===== src/rtl/mult_div_unit.sv =====
// Iterative MIPS32 multiply/divide unit: 32-step shift-add multiply and restoring divide into HI/LO.
// Build option: define MDU_DIV_EN to include DIV/DIVU and div_by_zero; without it only MULT/MULTU/MTHI/MTLO exist.
module mult_div_unit #(
  parameter int XLEN = 32
) (
  input  logic            clk,
  input  logic            rst_n,
  input  logic            start,
  input  logic [5:0]      funct,
  input  logic [XLEN-1:0] srcA,
  input  logic [XLEN-1:0] srcB,
  output logic            busy,
  output logic            done,
  output logic            div_by_zero,
  output logic [XLEN-1:0] hi,
  output logic [XLEN-1:0] lo
);

  localparam int CNT_W = $clog2(XLEN);
  localparam logic [5:0] F_MTHI  = 6'h11;
  localparam logic [5:0] F_MTLO  = 6'h13;
  localparam logic [5:0] F_MULT  = 6'h18;
  localparam logic [5:0] F_MULTU = 6'h19;
  localparam logic [5:0] F_DIV   = 6'h1A;
  localparam logic [5:0] F_DIVU  = 6'h1B;

  typedef enum logic [1:0] {S_IDLE, S_RUN, S_DONE} state_t;

  function automatic logic [XLEN-1:0] to_mag(input logic signed [XLEN-1:0] v, input logic is_signed);
    return (is_signed && (v < 0)) ? -v : v;
  endfunction

  function automatic logic [2*XLEN-1:0] sign_fix_w2(input logic [2*XLEN-1:0] v, input logic neg);
    return neg ? -v : v;
  endfunction

`ifdef MDU_DIV_EN
  function automatic logic [XLEN-1:0] sign_fix_w(input logic [XLEN-1:0] v, input logic neg);
    return neg ? -v : v;
  endfunction
`endif

  state_t              state_q, state_d;
  logic [CNT_W-1:0]    cnt_q;
  logic [XLEN-1:0]     hi_q, lo_q;
  logic [2*XLEN-1:0]   acc_q;
  logic [XLEN-1:0]     opb_q;
  logic                neg_lo_q;

  logic                is_mul, is_div, signed_op, can_issue, accept, last_step;
  logic [XLEN:0]       mul_sum;
  logic [2*XLEN-1:0]   mul_next, acc_next, prod;
  logic [XLEN-1:0]     hi_res, lo_res;

  // Issue decode: a new op is only taken outside RUN
  assign is_mul    = (funct == F_MULT) || (funct == F_MULTU);
`ifdef MDU_DIV_EN
  assign is_div    = (funct == F_DIV) || (funct == F_DIVU);
`else
  assign is_div    = 1'b0;
`endif
  assign signed_op = (funct == F_MULT) || (funct == F_DIV);
  assign can_issue = start && (state_q != S_RUN);
  assign accept    = can_issue && (is_mul || is_div);
  assign last_step = (cnt_q == CNT_W'(XLEN - 1));

  // acc_q holds {upper, multiplier} for multiply; {remainder, dividend/quotient} for divide
  assign mul_sum  = {1'b0, acc_q[2*XLEN-1:XLEN]} + (acc_q[0] ? {1'b0, opb_q} : '0);
  assign mul_next = {mul_sum, acc_q[XLEN-1:1]};
  assign prod     = sign_fix_w2(mul_next, neg_lo_q);

`ifdef MDU_DIV_EN
  logic              op_div_q, neg_hi_q, dbz_q;
  logic [XLEN:0]     rem_sh;
  logic              div_ge;
  logic [XLEN-1:0]   rem_new;
  logic [2*XLEN-1:0] div_next;
  logic              dbz_res;

  assign rem_sh   = acc_q[2*XLEN-1:XLEN-1];
  assign div_ge   = rem_sh >= {1'b0, opb_q};
  assign rem_new  = div_ge ? (rem_sh[XLEN-1:0] - opb_q) : rem_sh[XLEN-1:0];
  assign div_next = {rem_new, acc_q[XLEN-2:0], div_ge};
  assign acc_next = op_div_q ? div_next : mul_next;
  assign dbz_res  = op_div_q && (opb_q == '0);
`else
  assign acc_next = mul_next;
`endif

  // Completion fix-up; a zero divisor leaves |dividend| as remainder, so re-signing restores srcA
  always_comb begin
    hi_res = prod[2*XLEN-1:XLEN];
    lo_res = prod[XLEN-1:0];
`ifdef MDU_DIV_EN
    if (op_div_q) begin
      hi_res = sign_fix_w(div_next[2*XLEN-1:XLEN], neg_hi_q);
      lo_res = (opb_q == '0) ? '1 : sign_fix_w(div_next[XLEN-1:0], neg_lo_q);
    end
`endif
  end

  always_comb begin
    state_d = state_q;
    unique case (state_q)
      S_IDLE, S_DONE: state_d = accept ? S_RUN : S_IDLE;
      S_RUN:          if (last_step) state_d = S_DONE;
      default:        state_d = S_IDLE;
    endcase
  end

  always_ff @(posedge clk or negedge rst_n) begin
    if (!rst_n) state_q <= S_IDLE;
    else        state_q <= state_d;
  end

  always_ff @(posedge clk or negedge rst_n) begin
    if (!rst_n) begin
      cnt_q <= '0;
      hi_q  <= '0;
      lo_q  <= '0;
`ifdef MDU_DIV_EN
      dbz_q <= 1'b0;
`endif
    end else begin
      if (accept)                 cnt_q <= '0;
      else if (state_q == S_RUN)  cnt_q <= cnt_q + 1'b1;

      if ((state_q == S_RUN) && last_step) begin
        hi_q  <= hi_res;
        lo_q  <= lo_res;
`ifdef MDU_DIV_EN
        dbz_q <= dbz_res;
`endif
      end else if (can_issue && (funct == F_MTHI)) begin
        hi_q <= srcA;
      end else if (can_issue && (funct == F_MTLO)) begin
        lo_q <= srcA;
      end
    end
  end

  // Operand latch and iteration datapath; no reset needed on data
  always_ff @(posedge clk) begin
    if (accept) begin
      acc_q    <= {{XLEN{1'b0}}, to_mag(srcA, signed_op)};
      opb_q    <= to_mag(srcB, signed_op);
      neg_lo_q <= signed_op && (srcA[XLEN-1] ^ srcB[XLEN-1]);
`ifdef MDU_DIV_EN
      op_div_q <= is_div;
      neg_hi_q <= signed_op && srcA[XLEN-1];
`endif
    end else if (state_q == S_RUN) begin
      acc_q <= acc_next;
    end
  end

  assign busy = (state_q == S_RUN);
  assign done = (state_q == S_DONE);
  assign hi   = hi_q;
  assign lo   = lo_q;
`ifdef MDU_DIV_EN
  assign div_by_zero = done && dbz_q;
`else
  assign div_by_zero = 1'b0;
`endif

endmodule

===== config.mk =====
export PLATFORM = sky130hd
export DESIGN_NAME = mult_div_unit
export DESIGN_NICKNAME = d
export VERILOG_FILES = /design/src/rtl/mult_div_unit.sv
export SDC_FILE = /design/constraint.sdc
export NUM_CORES = 1
export LEC_CHECK = 0
export BUFFER_PORTS_ARGS = -buffer_cell sky130_fd_sc_hd__buf_4
export CORE_ASPECT_RATIO = 2
export CORE_UTILIZATION = 26
export DETAILED_ROUTE_END_ITERATION = 8
export GPL_TIMING_DRIVEN = 0
export PLACE_DENSITY_LB_ADDON = 0.08
export SYNTH_ARGS = -nofsm -noshare
export SYNTH_HDL_FRONTEND = slang
export SYNTH_SLANG_ARGS = --single-unit

===== constraint.sdc =====
create_clock -name clk -period 4.9 [get_ports clk]
set_input_delay 0.49 -clock clk [delete_from_list [all_inputs] [get_ports clk]]
set_output_delay 0.49 -clock clk [all_outputs]
set_load 0.03 [all_outputs]

# == After elaboration in Yosys (flattened, before gate mapping) ==
# Index checks and enable logic that the tools add are counted.
# classes
bitwise,1
order_cmp,2
eq_ne,11
reduce_logical,16
n_addsub,5
muxes,16
# op_table
operator,count
2-to-1 mux 32 bit,10
less-than comparator 32 x 1 -> 1 bit (second input constant),2
2-to-1 mux 64 bit,1
negation 32 bit,2
negation 64 bit,1
adder 32 x 32 -> 33 bit,1
equality test 6 x 5 -> 1 bit (second input constant),5
2-to-1 mux 5 bit,2
logical AND 1 bit,8
nonzero test 2 bit,3
adder 5 x 1 -> 5 bit (second input constant),1
equality test 5 bit (second input constant),1
!= test 2 x 1 -> 1 bit (second input constant),2
one-hot mux 2 bit (2 select lines),1
equality test 2 x 1 -> 1 bit (second input constant),1
equality test 2 bit (second input constant),1
logical NOT 2 bit,1
logical OR 1 bit,2
2-to-1 mux 2 bit,1
!= test 2 bit (second input constant),1
AND reduction 2 bit,1
OR reduction 2 bit,1
2-to-1 mux 1 bit,1
bitwise XOR 1 bit,1
# totals
elab_cells,59
out_inout_bits,67
register_bits,168
input_bits,73

# == Logic depth before layout (Yosys ltp) ==
# depth
depth_word,6
depth_mapped,15
ltp_nobuf,13

# == Worst setup path before layout ==
# Ideal clock, no wire load.
# synth_path
path_type,register -> register
start,register acc_q[0]
end,register hi_q[29] (netlist: hi[29])
path_stages_with_launch,16
synth_period_minus_slack_ps,4427
setup_time_ps,127
arrival_ps,4299
required_ps,4773
slack_ps,473
path_buffers,2
cell_sequence,edfxtp_1 > clkbuf_1 > and2_1 > ha_1 > fa_1 > xor2_1 > or4_2 > a21oi_1 > nand4b_4 > or4_1 > or3_4 > or3_1 > buf_6 > o41ai_2 > xnor2_1 > a21oi_1
# synth_via
elab_chain_len,5
# synth_rtl
element,line,source
"start, declared",46,logic [2*XLEN-1:0] acc_q;
"start signal, assigned",145,"acc_q <= {{XLEN{1'b0}}, to_mag(srcA, signed_op)};"
"start signal, assigned",153,acc_q <= acc_next;
2-to-1 mux 32 bit *,68,"assign mul_sum = {1'b0, acc_q[2*XLEN-1:XLEN]} + (acc_q[0] ? {1'b0, opb_q} : '0);"
adder 32 x 32 -> 33 bit *,68,
negation 64 bit,34,return neg ? -v : v;
2-to-1 mux 64 bit *,34,
2-to-1 mux 32 bit *,128,if ((state_q == S_RUN) && last_step) begin
"end signal, assigned",129,hi_q <= hi_res;
"end signal, assigned",135,hi_q <= srcA;
"end, declared",45,"logic [XLEN-1:0] hi_q, lo_q;"
# Every way passes the cells marked *; elsewhere a longest branch is shown, timed or not.
# A chain may end at the register's enable or synchronous reset.

# == Worst setup path in the final report ==
# Same ends and word-level chain as after synthesis.

==> results.py <==
metrics = {
    "synth": {
        "ys_types": 81,
        "yosysSeqAreaShare": 0.379,
        "yosysWarnings": 0,
        "async_reset_ff_frac": 0.423,
        "ys_seq_elements": 168,
        "synth_area_um2": 11500,
        "syn_avg_cell_area_um2": 8.67,
        "synth_edf_count": 65,
        "synth.area.top_cells": "edfxtp_1, dfrtp_1, o21ai_0",
        "syn-num-nets": 1441,
        "synth_cells": 1330,
        "synth_top_cell_by_area": "edfxtp_1",
        "ys.flop_type": "dfrtp_1",
        "yosysTopAreaCellShare": 0.169,
    },
    "clock_network": {
        "clock-sinks": 168,
        "htreeDepth": 4,
        "cts.path.max_buffers": 2,
        "cts_buffers": 17,
        "tritoncts": "done",
        "path_clk_slew_ns": 0.07,
        "cts_hold_buf": 0,
        "cts-root-buf": "clkbuf_16",
        "worstSkewPairLatency_ns": 0.46,
    },
    "timing": {
        "period_minus_slack_ns": 4.71,
        "slew-limit-headroom": 0.317,
        "tightestPinTransition_ns": 1.02,
        "finalCritPeriodShare": 0.961,
        "setup_violations": 0,
        "rsz0062_at_grt": "false",
        "setup_tns_ns": 0,
        "finalHoldViolations": 0,
        "fmax_mhz": 212,
        "finClkSkew_ns": 0.0106,
        "final_max_slew_viol_count": 0,
        "worst_slack_ns": 0.193,
    },
    "grt": {
        "grt_pass1_vias": 10800,
        "grt_max_degree": 72,
        "grt_pass1_wl_mm": 64.4,
        "antenna_found_initial": 0,
        "grt_overflow": 0,
        "grt.total_usage": 0.196,
    },
    "final_layout": {
        "fin_cells": 2056,
        "antenna_cells": 0,
        "syn_to_final_growth_pct": 21.7,
        "final_nets": 1604,
        "final_area_um2": 14000,
        "layout_common_cells": "o21ai_0, nand2_1, buf_4, a21oi_1",
        "mostFrequentLayoutCell": "o21ai_0",
        "layout-drive-gt1-share": 0.149,
    },
    "placed_design": {
        "dp_cells": 2019,
        "place_hpwl_mm": 35.8,
        "preCtsSetupSlack_ns": -1.03,
        "port_buffers": 136,
        "dpl-instance-area_um2": 13300,
        "gp_congestion": 0.847,
    },
    "critical_path": {
        "worst_r2r_endpoint": "hi[29]$_DFFE_PN0P_",
        "crit_family": "simple AND/OR/NAND/NOR gates",
        "path_class": "reg2reg",
        "slowest_stage": "or4_4",
        "cp.arrival_ns": 5.04,
        "worst-r2r-cell-count": 16,
        "required_ns": 5.24,
        "end_kind": "register",
        "critPathLaunchType": "register",
        "cp_max_fo": 10,
        "r2r_start": "acc_q[0]$_DFFE_PP_",
        "crit_chain": "buf_4 > buf_2 > and2_1 > ha_1 > fa_2 > xor2_1 > or4_4 > a21oi_4 > nand4b_4 > or4_1 > or3_4 > or3_1 > buf_6 > o41ai_4 > xnor2_1 > a21oi_1",
        "r2r_setup_slack_ns": 0.19,
        "path_buf_inv": 3,
        "crit_path_max_incr_delay_ns": 0.56,
    },
    "status": {
        "status": "complete, no violations",
    },
    "die": {
        "rows": 108,
        "die_w_um": 151,
        "start_util": 0.265,
        "dieArea_um2": 45200,
        "boundaryPins": 140,
        "die_y_um": 300,
        "coreArea_um2": 43500,
    },
    "detailed_routing": {
        "drt-total-wl_mm": 43.0,
        "detail_route.wl_per_cell_um": 20.9,
        "vias_per_cell": 4.99,
        "drtAntennaViolNets": 0,
        "drt_iter0_drc": 328,
        "drtPass1Iterations": 5,
        "route.detailed.drc": 0,
        "num_vias": 10300,
    },
    "power_and_ir_drop": {
        "p_leak_uw": 0.00547,
        "power_density_nw_per_um2": 444,
        "irDropWorstVdd_v": 0.000212,
    },
    "worst_hold_path": {
        "hp-class": "in2async",
    },
    "run": {
        "drv_cap": 0,
    },
}
[final cells by class]
type,count,area (um2)
fillers,4702,29500
multi-input cells,1064,6840
repair buffers,145,1100
inverters,22,82.6
clock inverters,12,121
plain buffers,75,373
well taps,550,688
clock buffers,20,458
flip-flops and latches,168,4370
[worst max path at each step]
stage               slack, ns  cells past startpoint                 end               start
floorplan                0.47                     15  hi[29]$_DFFE_PN0P_  acc_q[0]$_DFFE_PP_
detailed placement      -1.03                     14  hi[28]$_DFFE_PN0P_  acc_q[0]$_DFFE_PP_
global placement        -1.07                     14  hi[28]$_DFFE_PN0P_  acc_q[0]$_DFFE_PP_
CTS                      0.03                     16  hi[29]$_DFFE_PN0P_  acc_q[0]$_DFFE_PP_
finish                   0.19                     16  hi[29]$_DFFE_PN0P_  acc_q[0]$_DFFE_PP_
global route             0.02                     15  hi[29]$_DFFE_PN0P_  acc_q[0]$_DFFE_PP_
[power by group]
part	leakage (uW)	switching, uW	total [uW]	internal [uW]
Clock	0.000282	610	1390	777
Sequential	0.00178	265	2070	1800
Combinational	0.00341	1750	2770	1020
[worst reg2reg max path, cell delays in order, from the launching register on]
cell and delay [ns]:
edfxtp_1 0.36, buf_4 0.18, buf_2 0.20, and2_1 0.18
ha_1 0.23, fa_2 0.39, xor2_1 0.23, or4_4 0.56
a21oi_4 0.19, nand4b_4 0.12, or4_1 0.47, or3_4 0.39
or3_1 0.34, buf_6 0.16, o41ai_4 0.34, xnor2_1 0.17
a21oi_1 0.09
[registers in the layout, indices dropped and copies added, names as in the netlist]
signal	count
acc_q	64
hi	32
lo	32
opb_q	32
cnt_q	5
state_q	2
neg_lo_q	1
[cell usage after synthesis (all sizes together) (11+ instances only)]
cell type	n
mux2i	21
and3	14
nand4	12
nor2	71
nand3	43
nor4	11
nand2	165
a21oi	99
ha	37
o41ai	16
dfrtp	71
inv	21
xnor2	68
nand2b	11
or4	15
o21ai	166
xor2	72
edfxtp	65
dfxtp	32
o31ai	27
a211oi	16
nor2b	17
buf	14
clkbuf	60
nor3	15
a21o	19
or3	14
and2	40
[routing by layer]
metal  wire, um  vias to the layer above  GRT usage
li1           -                     5148          -
met1      14400                     4861      0.177
met2      26400                      201      0.420
met3        843                       57     0.0179
met4       1310                        0     0.0779
met5          0                        -          0
[through the flow]
step,util,power [uW],hold WS [ns]
global placement,0.304,4770,0.446
finish,0.322,6230,0.197
global route,0.322,6660,0.240
detailed placement,0.305,4800,0.456
floorplan,-,3890,0.194
CTS,0.321,6250,0.218
[cell families (layout without fill, tap and decap cells)]
group,count (synthesis),in the layout,synth area share
adders and majority gates,38,38,0.0419
xor gates and xnor gates,140,140,0.106
and+or+nand+nor,454,454,0.199
DFF,168,168,0.379
other,1,1,0.000325
AOI/OAI and AO/OA,409,409,0.215
buffers and inverters,98,274,0.0396
muxes,22,22,0.0192
[repair_timing]
action                                 in CTS  in global routing
gates resized for setup                    14                 10
pin swaps                                   1                  4
setup buffers                               3                  3
setup endpoints to repair                  18                 15
endpoints found under the hold margin       0                  0
Note: power is estimated with default switching activity, not from simulation.
